[src/rtl/adder_pkg.sv]
// rtl/adder_pkg.sv - FSM state encoding and sizing helpers for chunked_seq_adder
package adder_pkg;

  localparam logic [1:0] ST_IDLE = 2'd0;
  localparam logic [1:0] ST_RUN  = 2'd1;
  localparam logic [1:0] ST_DONE = 2'd2;

  function automatic int nchunk(input int width, input int chunk);
    return width / chunk;
  endfunction

  function automatic int clog2(input int value);
    int result;
    result = 0;
    for (int i = 0; i < 31; i++) begin
      if ((1 << i) < value) result = i + 1;
    end
    return result;
  endfunction

endpackage

[src/rtl/chunk_adder.sv]
// rtl/chunk_adder.sv - combinational CHUNK-bit slice adder, reports carry into its MSB
module chunk_adder #(
  parameter int CHUNK = 4
) (
  input  logic [CHUNK-1:0] a,
  input  logic [CHUNK-1:0] b,
  input  logic             cin,
  output logic [CHUNK-1:0] sum,
  output logic             cout,
  output logic             c_msb
);

  logic [CHUNK:0] full;

  assign full  = {1'b0, a} + {1'b0, b} + {{CHUNK{1'b0}}, cin};
  assign sum   = full[CHUNK-1:0];
  assign cout  = full[CHUNK];
  // Carry into the MSB recovered from the MSB sum bit; works for CHUNK=1 as well.
  assign c_msb = full[CHUNK-1] ^ a[CHUNK-1] ^ b[CHUNK-1];

endmodule

[src/rtl/chunked_seq_adder.sv]
// rtl/chunked_seq_adder.sv - multi-cycle sliced adder/subtractor; ADDER_SAT_EN enables signed saturation
module chunked_seq_adder
  import adder_pkg::*;
#(
  parameter int WIDTH = 16,
  parameter int CHUNK = 4
) (
  input  logic             iClk,
  input  logic             iRst_n,
  input  logic             iStart,
  input  logic             iSub,
  input  logic [WIDTH-1:0] iData_a,
  input  logic [WIDTH-1:0] iData_b,
  input  logic             iC,
  output logic [WIDTH-1:0] oData,
  output logic             oData_C,
  output logic             oOverflow,
  output logic             oBusy,
  output logic             oDone
);

  localparam int NCHUNK = nchunk(WIDTH, CHUNK);
  localparam int IDXW = (clog2(NCHUNK) > 0) ? clog2(NCHUNK) : 1;
  localparam logic [IDXW-1:0] LAST_IDX = IDXW'(NCHUNK - 1);

  logic [1:0]       state;
  logic [1:0]       nextState;
  logic [IDXW-1:0]  idx;
  logic [WIDTH-1:0] aShift;
  logic [WIDTH-1:0] bShift;
  logic             carry;
  logic [CHUNK-1:0] sliceSum;
  logic             sliceCout;
  logic             sliceCmsb;
  logic             accept;
  logic             lastSlice;

  assign accept    = (state == ST_IDLE) && iStart;
  assign lastSlice = (state == ST_RUN) && (idx == LAST_IDX);

  // Operands shift right so the active slice always sits in the low CHUNK bits.
  chunk_adder #(.CHUNK(CHUNK)) uSlice (
    .a    (aShift[CHUNK-1:0]),
    .b    (bShift[CHUNK-1:0]),
    .cin  (carry),
    .sum  (sliceSum),
    .cout (sliceCout),
    .c_msb(sliceCmsb)
  );

  always_ff @(posedge iClk or negedge iRst_n) begin
    if (!iRst_n) state <= ST_IDLE;
    else         state <= nextState;
  end

  always_comb begin
    nextState = state;
    case (state)
      ST_IDLE: if (iStart) nextState = ST_RUN;
      ST_RUN:  if (idx == LAST_IDX) nextState = ST_DONE;
      ST_DONE: nextState = ST_IDLE;
      default: nextState = ST_IDLE;
    endcase
  end

  always_comb begin
    oBusy = 1'b0;
    oDone = 1'b0;
    case (state)
      ST_RUN:  oBusy = 1'b1;
      ST_DONE: begin
        oBusy = 1'b1;
        oDone = 1'b1;
      end
      default: ;
    endcase
  end

  always_ff @(posedge iClk or negedge iRst_n) begin
    if (!iRst_n) begin
      aShift    <= '0;
      bShift    <= '0;
      carry     <= 1'b0;
      idx       <= '0;
      oData     <= '0;
      oData_C   <= 1'b0;
      oOverflow <= 1'b0;
    end else if (accept) begin
      aShift <= iData_a;
      bShift <= iData_b ^ {WIDTH{iSub}};
      carry  <= iSub | iC;
      idx    <= '0;
      oData  <= '0;
    end else if (state == ST_RUN) begin
      oData[int'(idx) * CHUNK +: CHUNK] <= sliceSum;
      aShift <= aShift >> CHUNK;
      bShift <= bShift >> CHUNK;
      carry  <= sliceCout;
      idx    <= idx + IDXW'(1);
      if (lastSlice) begin
        oData_C   <= sliceCout;
        oOverflow <= sliceCout ^ sliceCmsb;
`ifdef ADDER_SAT_EN
        // aShift low slice holds A's top slice here, so its MSB is A's sign.
        if (sliceCout ^ sliceCmsb)
          oData <= aShift[CHUNK-1] ? {1'b1, {(WIDTH-1){1'b0}}} : {1'b0, {(WIDTH-1){1'b1}}};
`endif
      end
    end
  end

endmodule

[config.mk]
export PLATFORM = sky130hd
export DESIGN_NAME = chunked_seq_adder
export DESIGN_NICKNAME = d
export VERILOG_FILES = /design/src/rtl/adder_pkg.sv /design/src/rtl/chunk_adder.sv /design/src/rtl/chunked_seq_adder.sv
export SDC_FILE = /design/constraint.sdc
export NUM_CORES = 1
export LEC_CHECK = 0
export BUFFER_PORTS_ARGS = -buffer_cell sky130_fd_sc_hd__buf_2
export CORE_ASPECT_RATIO = 1.2
export CORE_UTILIZATION = 55
export CTS_BUF_LIST = sky130_fd_sc_hd__clkbuf_16
export DETAILED_ROUTE_END_ITERATION = 7
export GPL_ROUTABILITY_DRIVEN = 0
export PLACE_DENSITY_LB_ADDON = 0.1
export SYNTH_ARGS = -nofsm -noshare
export SYNTH_HDL_FRONTEND = slang
export SYNTH_SLANG_ARGS = --single-unit
[constraint.sdc]
create_clock -name iClk -period 2.4 [get_ports iClk]
set_input_delay 0.24 -clock iClk [delete_from_list [all_inputs] [get_ports iClk]]
set_output_delay 0.24 -clock iClk [all_outputs]
set_load 0.005 [all_outputs]
==> results of run 1 <==
-- cell families (layout without fill, tap and decap cells) --
logic type,count (synthesis),in the layout
simple gates,83,83
xor+xnor,19,19
fa+ha+maj,13,13
buf+inv,22,78
flops,55,55
compound gates,59,59
mux,26,26
-- metrics by stage --
step	hold WS, ps	power, mW
6_report	137	4.21
5_1_grt	145	4.56
4_1_cts	133	4.24
3_5_place_dp	273	3.54
3_3_place_gp	260	3.48
2_1_floorplan	-55.6	2.99
-- per-layer routing --
metal	share of wire [%]	routed length [µm]
met4	2.1	115
met3	3.1	174
met1	44	2460
met2	51	2810
met5	0	0
-- registers in the layout, summed over array words and instances (netlist names) --
signal,flops
aShift,16
oData,16
carry,1
bShift,16
oData_C,1
oOverflow,1
state,2
idx,2
-- power groups by stage --
stage          clock, mW  sequential, mW  combinational (mW)
2_1_floorplan          0            1.48                1.50
3_3_place_gp           0            1.53                1.95
3_5_place_dp           0            1.55                1.99
4_1_cts            0.702            1.53                2.01
5_1_grt            0.744            1.57                2.25
6_report           0.686            1.53                2.00
-- layout by cell type, fill, tap and decap left out, types with 2 or more instances in the layout --
| cell type | count |
|---|---|
| xnor2_1 | 5 |
| xor2_1 | 14 |
| nand4_1 | 3 |
| mux2i_1 | 25 |
| buf_4 | 8 |
| nand3_1 | 4 |
| nand2_1 | 48 |
| nor2_1 | 8 |
| a22oi_1 | 2 |
| ha_1 | 10 |
| a32oi_1 | 2 |
| a22o_1 | 4 |
| buf_2 | 56 |
| a32o_1 | 2 |
| dfrtp_1 | 55 |
| inv_1 | 5 |
| nor3_1 | 2 |
| a21oi_1 | 10 |
| clkbuf_16 | 5 |
| nand3b_1 | 8 |
| o21ai_0 | 33 |
| and3_1 | 2 |
| fa_1 | 2 |
-- final timing paths --
check | from | end | slack, ps | cells after the start
max | aShift[0] | oData[14] | 350 | 6
min | iData_a[13] | aShift[13] | 140 | 3
max reg2reg | aShift[0] | oData[14] | 350 | 6
min reg2reg | oData[4] | oData[4] | 480 | 2
max in group asynchronous | iRst_n | bShift[12] | 1610 | 3
min in group asynchronous | iRst_n | state[1] | 490 | 3
-- worst reg2reg max path: stages, from the launching register on --
cell     delay (ps)
dfrtp_1         400
fa_1            460
fa_1            420
xor2_1          330
nor3b_1         240
a21oi_1          60
nor2_1           80
-- repair_timing --
item | in CTS | in global routing
hold buffers | 1 | 0
gates resized for setup | 0 | 0
endpoints found under the hold margin | 46 | 0
buffers inserted | 0 | 0
-- area by class of cell --
type,count,area (µm²),share of cell area [%]
clock buffer,5,125,3.77
clock inverter,2,8.76,0.264
inverter,6,22.5,0.679
multi-input combinational,200,1360,41.0
sequential,55,1380,41.5
tap,60,75.1,2.26
timing repair buffer,65,350,10.6
==> flow_metrics.py, run 1 <==
metrics = {
    "status": {
        "outcome": "finished clean",
    },
    "place": {
        "hpwl_mm": 4.02,
        "postPlaceCellArea_um2": 3170,
        "dp.cells": 385,
        "dp_worst_setup_slack_ps": 388,
        "io_buffers": 56,
    },
    "grt": {
        "grt_overflow_total": 0,
        "grt_util_met3_pct": 4.26,
        "grt_use_total_pct": 23.0,
        "grt_pass1_vias": 2036,
        "grt_pass1_wl_mm": 9.29,
        "antenna_found_initial": 0,
        "grtUsageMet1_pct": 27.7,
        "grt.met2_usage_pct": 40.1,
        "grt-busiest-layer": "met2",
        "grt_max_degree": 53,
    },
    "timing": {
        "setup_ws_ps": 346,
        "clock_skew_ps": 2.55,
        "finalSetupTns_ps": 0,
        "rsz0062_at_grt": "no",
        "fmax_ghz": 0.487,
        "finalHoldViolCount": 0,
        "finalCriticalPeriod_ps": 2050,
        "period_share_pct": 85.6,
        "setup_viol": 0,
        "relSlewSlack_pct": 69.3,
        "worstMarginPinSlew_ps": 461,
        "drv_slew": 0,
    },
    "final_layout": {
        "layoutNonFillerInstCount": 393,
        "layout-drive-gt1-share_pct": 23.4,
        "final_nets": 383,
        "fillers": 402,
        "finalInstanceArea_um2": 3320,
        "antenna_cells": 0,
        "area_growth_pct": 17.2,
        "final_util_pct": 67.2,
    },
    "synthesis": {
        "synthMuxAreaShare_pct": 9.24,
        "synth_xor_area_share_pct": 5.88,
        "yosysSeqAreaShare_pct": 48.6,
        "synth_edf_count": 0,
        "synth_top_family_by_area": "simple AND/OR/NAND/NOR gates",
        "synth_simple_gate_area_share_pct": 14.3,
        "yosys.area_share.adder_pct": 6.27,
        "ys_ff_latch": 55,
        "async_reset_ff_share_pct": 100,
        "yosys-top-cells-area": "dfrtp_1 49%, mux2i_1 8.8%, nand2_1 6.4%",
        "synth_most_common_cell": "dfrtp_1",
        "synth.distinct_cells": 39,
        "synth_top_area_share_pct": 48.6,
        "syn_nets": 327,
        "synthFlopType": "dfrtp_1",
        "synthCells": 277,
        "avgSynthCellArea_um2": 10.2,
        "synth-compound-area-share_pct": 12.3,
        "mappedNetlistArea_um2": 2830,
        "yosys-top-cells-count": "55 x dfrtp_1, 48 x nand2_1, 33 x o21ai_0",
        "ys_warn_count": 0,
        "yosysTopAreaCell": "dfrtp_1",
    },
    "floorplan": {
        "initial_core_util_pct": 57.3,
        "pin_count": 57,
        "row_count": 28,
        "dieArea_um2": 5440,
        "die_y_um": 80.6,
        "die_w_um": 67.5,
        "core_area_um2": 4940,
    },
    "hold_path": {
        "hp-class": "input pin to flop",
    },
    "power_and_ir_drop": {
        "seqPwrFrac_pct": 36.2,
        "switching_power_mw": 1.66,
        "p_int_mw": 2.55,
        "swShare_pct": 39.4,
        "clockPowerShare_pct": 16.3,
        "vdd_drop_max_mv": 0.567,
        "p_per_area_nw_per_um2": 1270,
        "pwr-share-comb_pct": 47.5,
        "leakage_nw": 1.66,
    },
    "setup_path": {
        "crit_family": "adder cells",
        "path_max_fanout": 4,
        "cp_slowest_cell": "fa_1",
        "crit_buf_inv": 0,
        "path_cells": "fa_1, fa_1, xor2_1, nor3b_1, a21oi_1, nor2_1",
        "arrival_ps": 2280,
        "crit_path_end_kind": "flop",
        "crit_type": "flop to flop",
        "critPathMaxStageDelay_ps": 460,
        "cp-start-kind": "flop",
        "cp_data_required_time_ps": 2620,
        "critPathMostFrequentCell": "fa_1",
    },
    "clocking": {
        "path_clk_slew_ps": 70,
        "root_buffer": "clkbuf_16",
        "clkLatencyLatePin_ps": 290,
        "cts_tree": "yes",
        "cts_num_sinks": 55,
        "cts_buffers": 5,
        "ctsLongestPathBuffers": 2,
        "htree_levels": 2,
    },
    "route": {
        "avgRoutedWirePerCell_um": 14.1,
        "ant_nets": 0,
        "vias": 2143,
        "drt_iter0_markers": 117,
        "wl_mm": 5.56,
        "dr.pass1.iters": 4,
        "drc": 0,
        "viasPerCell": 5.45,
    },
    "flow_run": {
        "max-cap-violations": 0,
    },
}
No activity file was read; power rests on OpenSTA's default activity.
==> run 2: changes to the inputs <==
--- a/config.mk
+++ b/config.mk
@@ -12,6 +12,7 @@
 export DETAILED_ROUTE_END_ITERATION = 7
 export GPL_ROUTABILITY_DRIVEN = 0
 export PLACE_DENSITY_LB_ADDON = 0.1
+export REMOVE_ABC_BUFFERS = 1
 export SYNTH_ARGS = -nofsm -noshare
 export SYNTH_HDL_FRONTEND = slang
 export SYNTH_SLANG_ARGS = --single-unit
==> run 2 against run 1 <==
The run now ends with hold timing left; wire length decreased by 2.7%; sequential power hardly changed; combinational power about the same; worst hold slack got worse by 140 ps; first-iteration DRC count down 22%; via count decreased by 2.7%; critical path depth stayed put; largest cell class unchanged.
==> flow_metrics.py, run 2 (synthesis results as in run 1) <==
metrics = {
    "timing": {
        "period_share_pct": 86.7,
        "setup_viol": 0,
        "worstMarginPinSlew_ps": 698,
        "setup_ws_ps": 320,
        "finalHoldViolCount": 6,
        "fmax_ghz": 0.481,
        "whs_ps": -5.25,
        "finalSetupTns_ps": 0,
        "clock_skew_ps": 4.22,
        "drv_slew": 0,
        "finalCriticalPeriod_ps": 2080,
        "rsz0062_at_grt": "no",
        "relSlewSlack_pct": 53.5,
    },
    "clocking": {
        "cts_resized": 0,
        "clkLatencyLatePin_ps": 290,
        "ctsLongestPathBuffers": 2,
        "htree_levels": 2,
        "path_clk_slew_ps": 70,
        "postCtsHoldBufs": 0,
        "post_cts_buffers": 0,
        "root_buffer": "clkbuf_16",
        "cts_buffers": 5,
        "cts_tree": "yes",
        "cts_num_sinks": 55,
    },
    "floorplan": {
        "dieArea_um2": 5440,
        "core_area_um2": 4940,
        "die_w_um": 67.5,
        "die_y_um": 80.6,
        "pin_count": 57,
        "initial_core_util_pct": 57.3,
        "row_count": 28,
    },
    "grt": {
        "grt_pass1_wl_mm": 8.89,
        "grt_use_total_pct": 22.1,
        "grt_overflow_total": 0,
        "grt_max_degree": 37,
        "antenna_found_initial": 0,
        "grt_pass1_vias": 1944,
    },
    "flow_run": {
        "max-cap-violations": 0,
    },
    "setup_path": {
        "crit_path_end_kind": "flop",
        "cp-start-kind": "flop",
        "path_max_fanout": 4,
        "r2r_setup_slack_ps": 320,
        "reg2regPathDepth": 6,
        "r2r_start": "aShift[0]",
        "reg2reg_to": "oOverflow",
        "arrival_ps": 2260,
        "cp_data_required_time_ps": 2580,
        "crit_type": "flop to flop",
    },
    "final_layout": {
        "antenna_cells": 0,
        "area_growth_pct": 18.7,
        "layout-drive-gt1-share_pct": 23.3,
        "final_util_pct": 68.0,
        "final_cell_mix": "56 x buf_2, 55 x dfrtp_1, 48 x nand2_1, 33 x o21ai_0, 25 x mux2i_1",
        "final_common_cell": "buf_2",
        "final_nets": 380,
        "largestRegisters": "aShift: 16 flops, bShift: 16 flops, oData: 16 flops",
    },
    "power_and_ir_drop": {
        "vdd_drop_max_mv": 0.684,
        "switching_power_mw": 1.67,
        "clockPowerShare_pct": 20.3,
        "swShare_pct": 37.5,
        "leakage_nw": 1.67,
        "pwr-share-comb_pct": 45.4,
        "p_int_mw": 2.78,
        "seqPwrFrac_pct": 34.2,
        "p_per_area_nw_per_um2": 1320,
    },
    "place": {
        "dp_worst_setup_slack_ps": 381,
        "hpwl_mm": 3.88,
        "io_buffers": 56,
    },
    "route": {
        "drt_iter0_markers": 91,
        "wl_mm": 5.41,
        "drc": 0,
        "avgRoutedWirePerCell_um": 13.8,
        "ant_nets": 0,
        "viasPerCell": 5.34,
        "dr.pass1.iters": 4,
        "vias": 2086,
    },
    "status": {
        "violations": "hold timing",
        "outcome": "finished with violations",
    },
    "hold_path": {
        "hp-class": "input pin to async pin",
    },
}
[run 2: worst max-delay path by stage]
stage                     slack (ps)      start  depth (start not counted)   endpoint
after floorplan                 -190   state[1]                          6  oData[15]
after global placement           430  aShift[0]                          6  oOverflow
after detailed placement         380  aShift[0]                          6  oOverflow
after CTS                        320  aShift[0]                          6  oOverflow
after global routing             200  aShift[0]                          6  oOverflow
final                            320  aShift[0]                          6  oOverflow
[run 2: area by class of cell]
cell class	instances	area, µm²
Multi-Input combinational cell	200	1360
Inverter	6	22.5
Sequential cell	55	1380
Fill cell	401	1580
Clock buffer	5	125
Tap cell	60	75.1
Timing Repair Buffer	62	338
Clock inverter	3	63.8
[run 2: power groups by stage]
stage	Clock, mW	Combinational (mW)	Sequential, mW
floorplan	0	1.45	1.48
CTS	0.923	2.03	1.53
global route	0.956	2.27	1.57
detailed placement	0	2.01	1.55
global placement	0	1.98	1.53
finish	0.903	2.02	1.52
[run 2: stage by stage]
| stage | cells | instance area [µm²] | total power, mW | hold slack (ps) |
|---|---|---|---|---|
| 6_report | 391 | 3360 | 4.45 | -5.25 |
| 3_5_place_dp | 383 | 3170 | 3.56 | 331 |
| 2_1_floorplan | 261 | 2760 | 2.94 | -55.6 |
| 4_1_cts | 391 | 3360 | 4.49 | 28.1 |
| 5_1_grt | 391 | 3360 | 4.79 | 66.5 |
| 3_3_place_gp | 383 | 3170 | 3.51 | 333 |
[run 2: layer usage]
| layer | share of wire, % | GRT usage (%) | routed length [µm] |
|---|---|---|---|
| met5 | 0 | 0 | 0 |
| met4 | 1.8 | 7.02 | 95 |
| met3 | 3.8 | 4.26 | 205 |
| met2 | 48 | 37.2 | 2620 |
| met1 | 46 | 27.8 | 2490 |
[run 2: worst max-delay path, stage by stage, from the launching register on]
cell	delay, ps
dfrtp_1	400
fa_1	460
fa_1	410
nand3_1	150
a21oi_1	110
o211a_1	220
o31ai_1	220
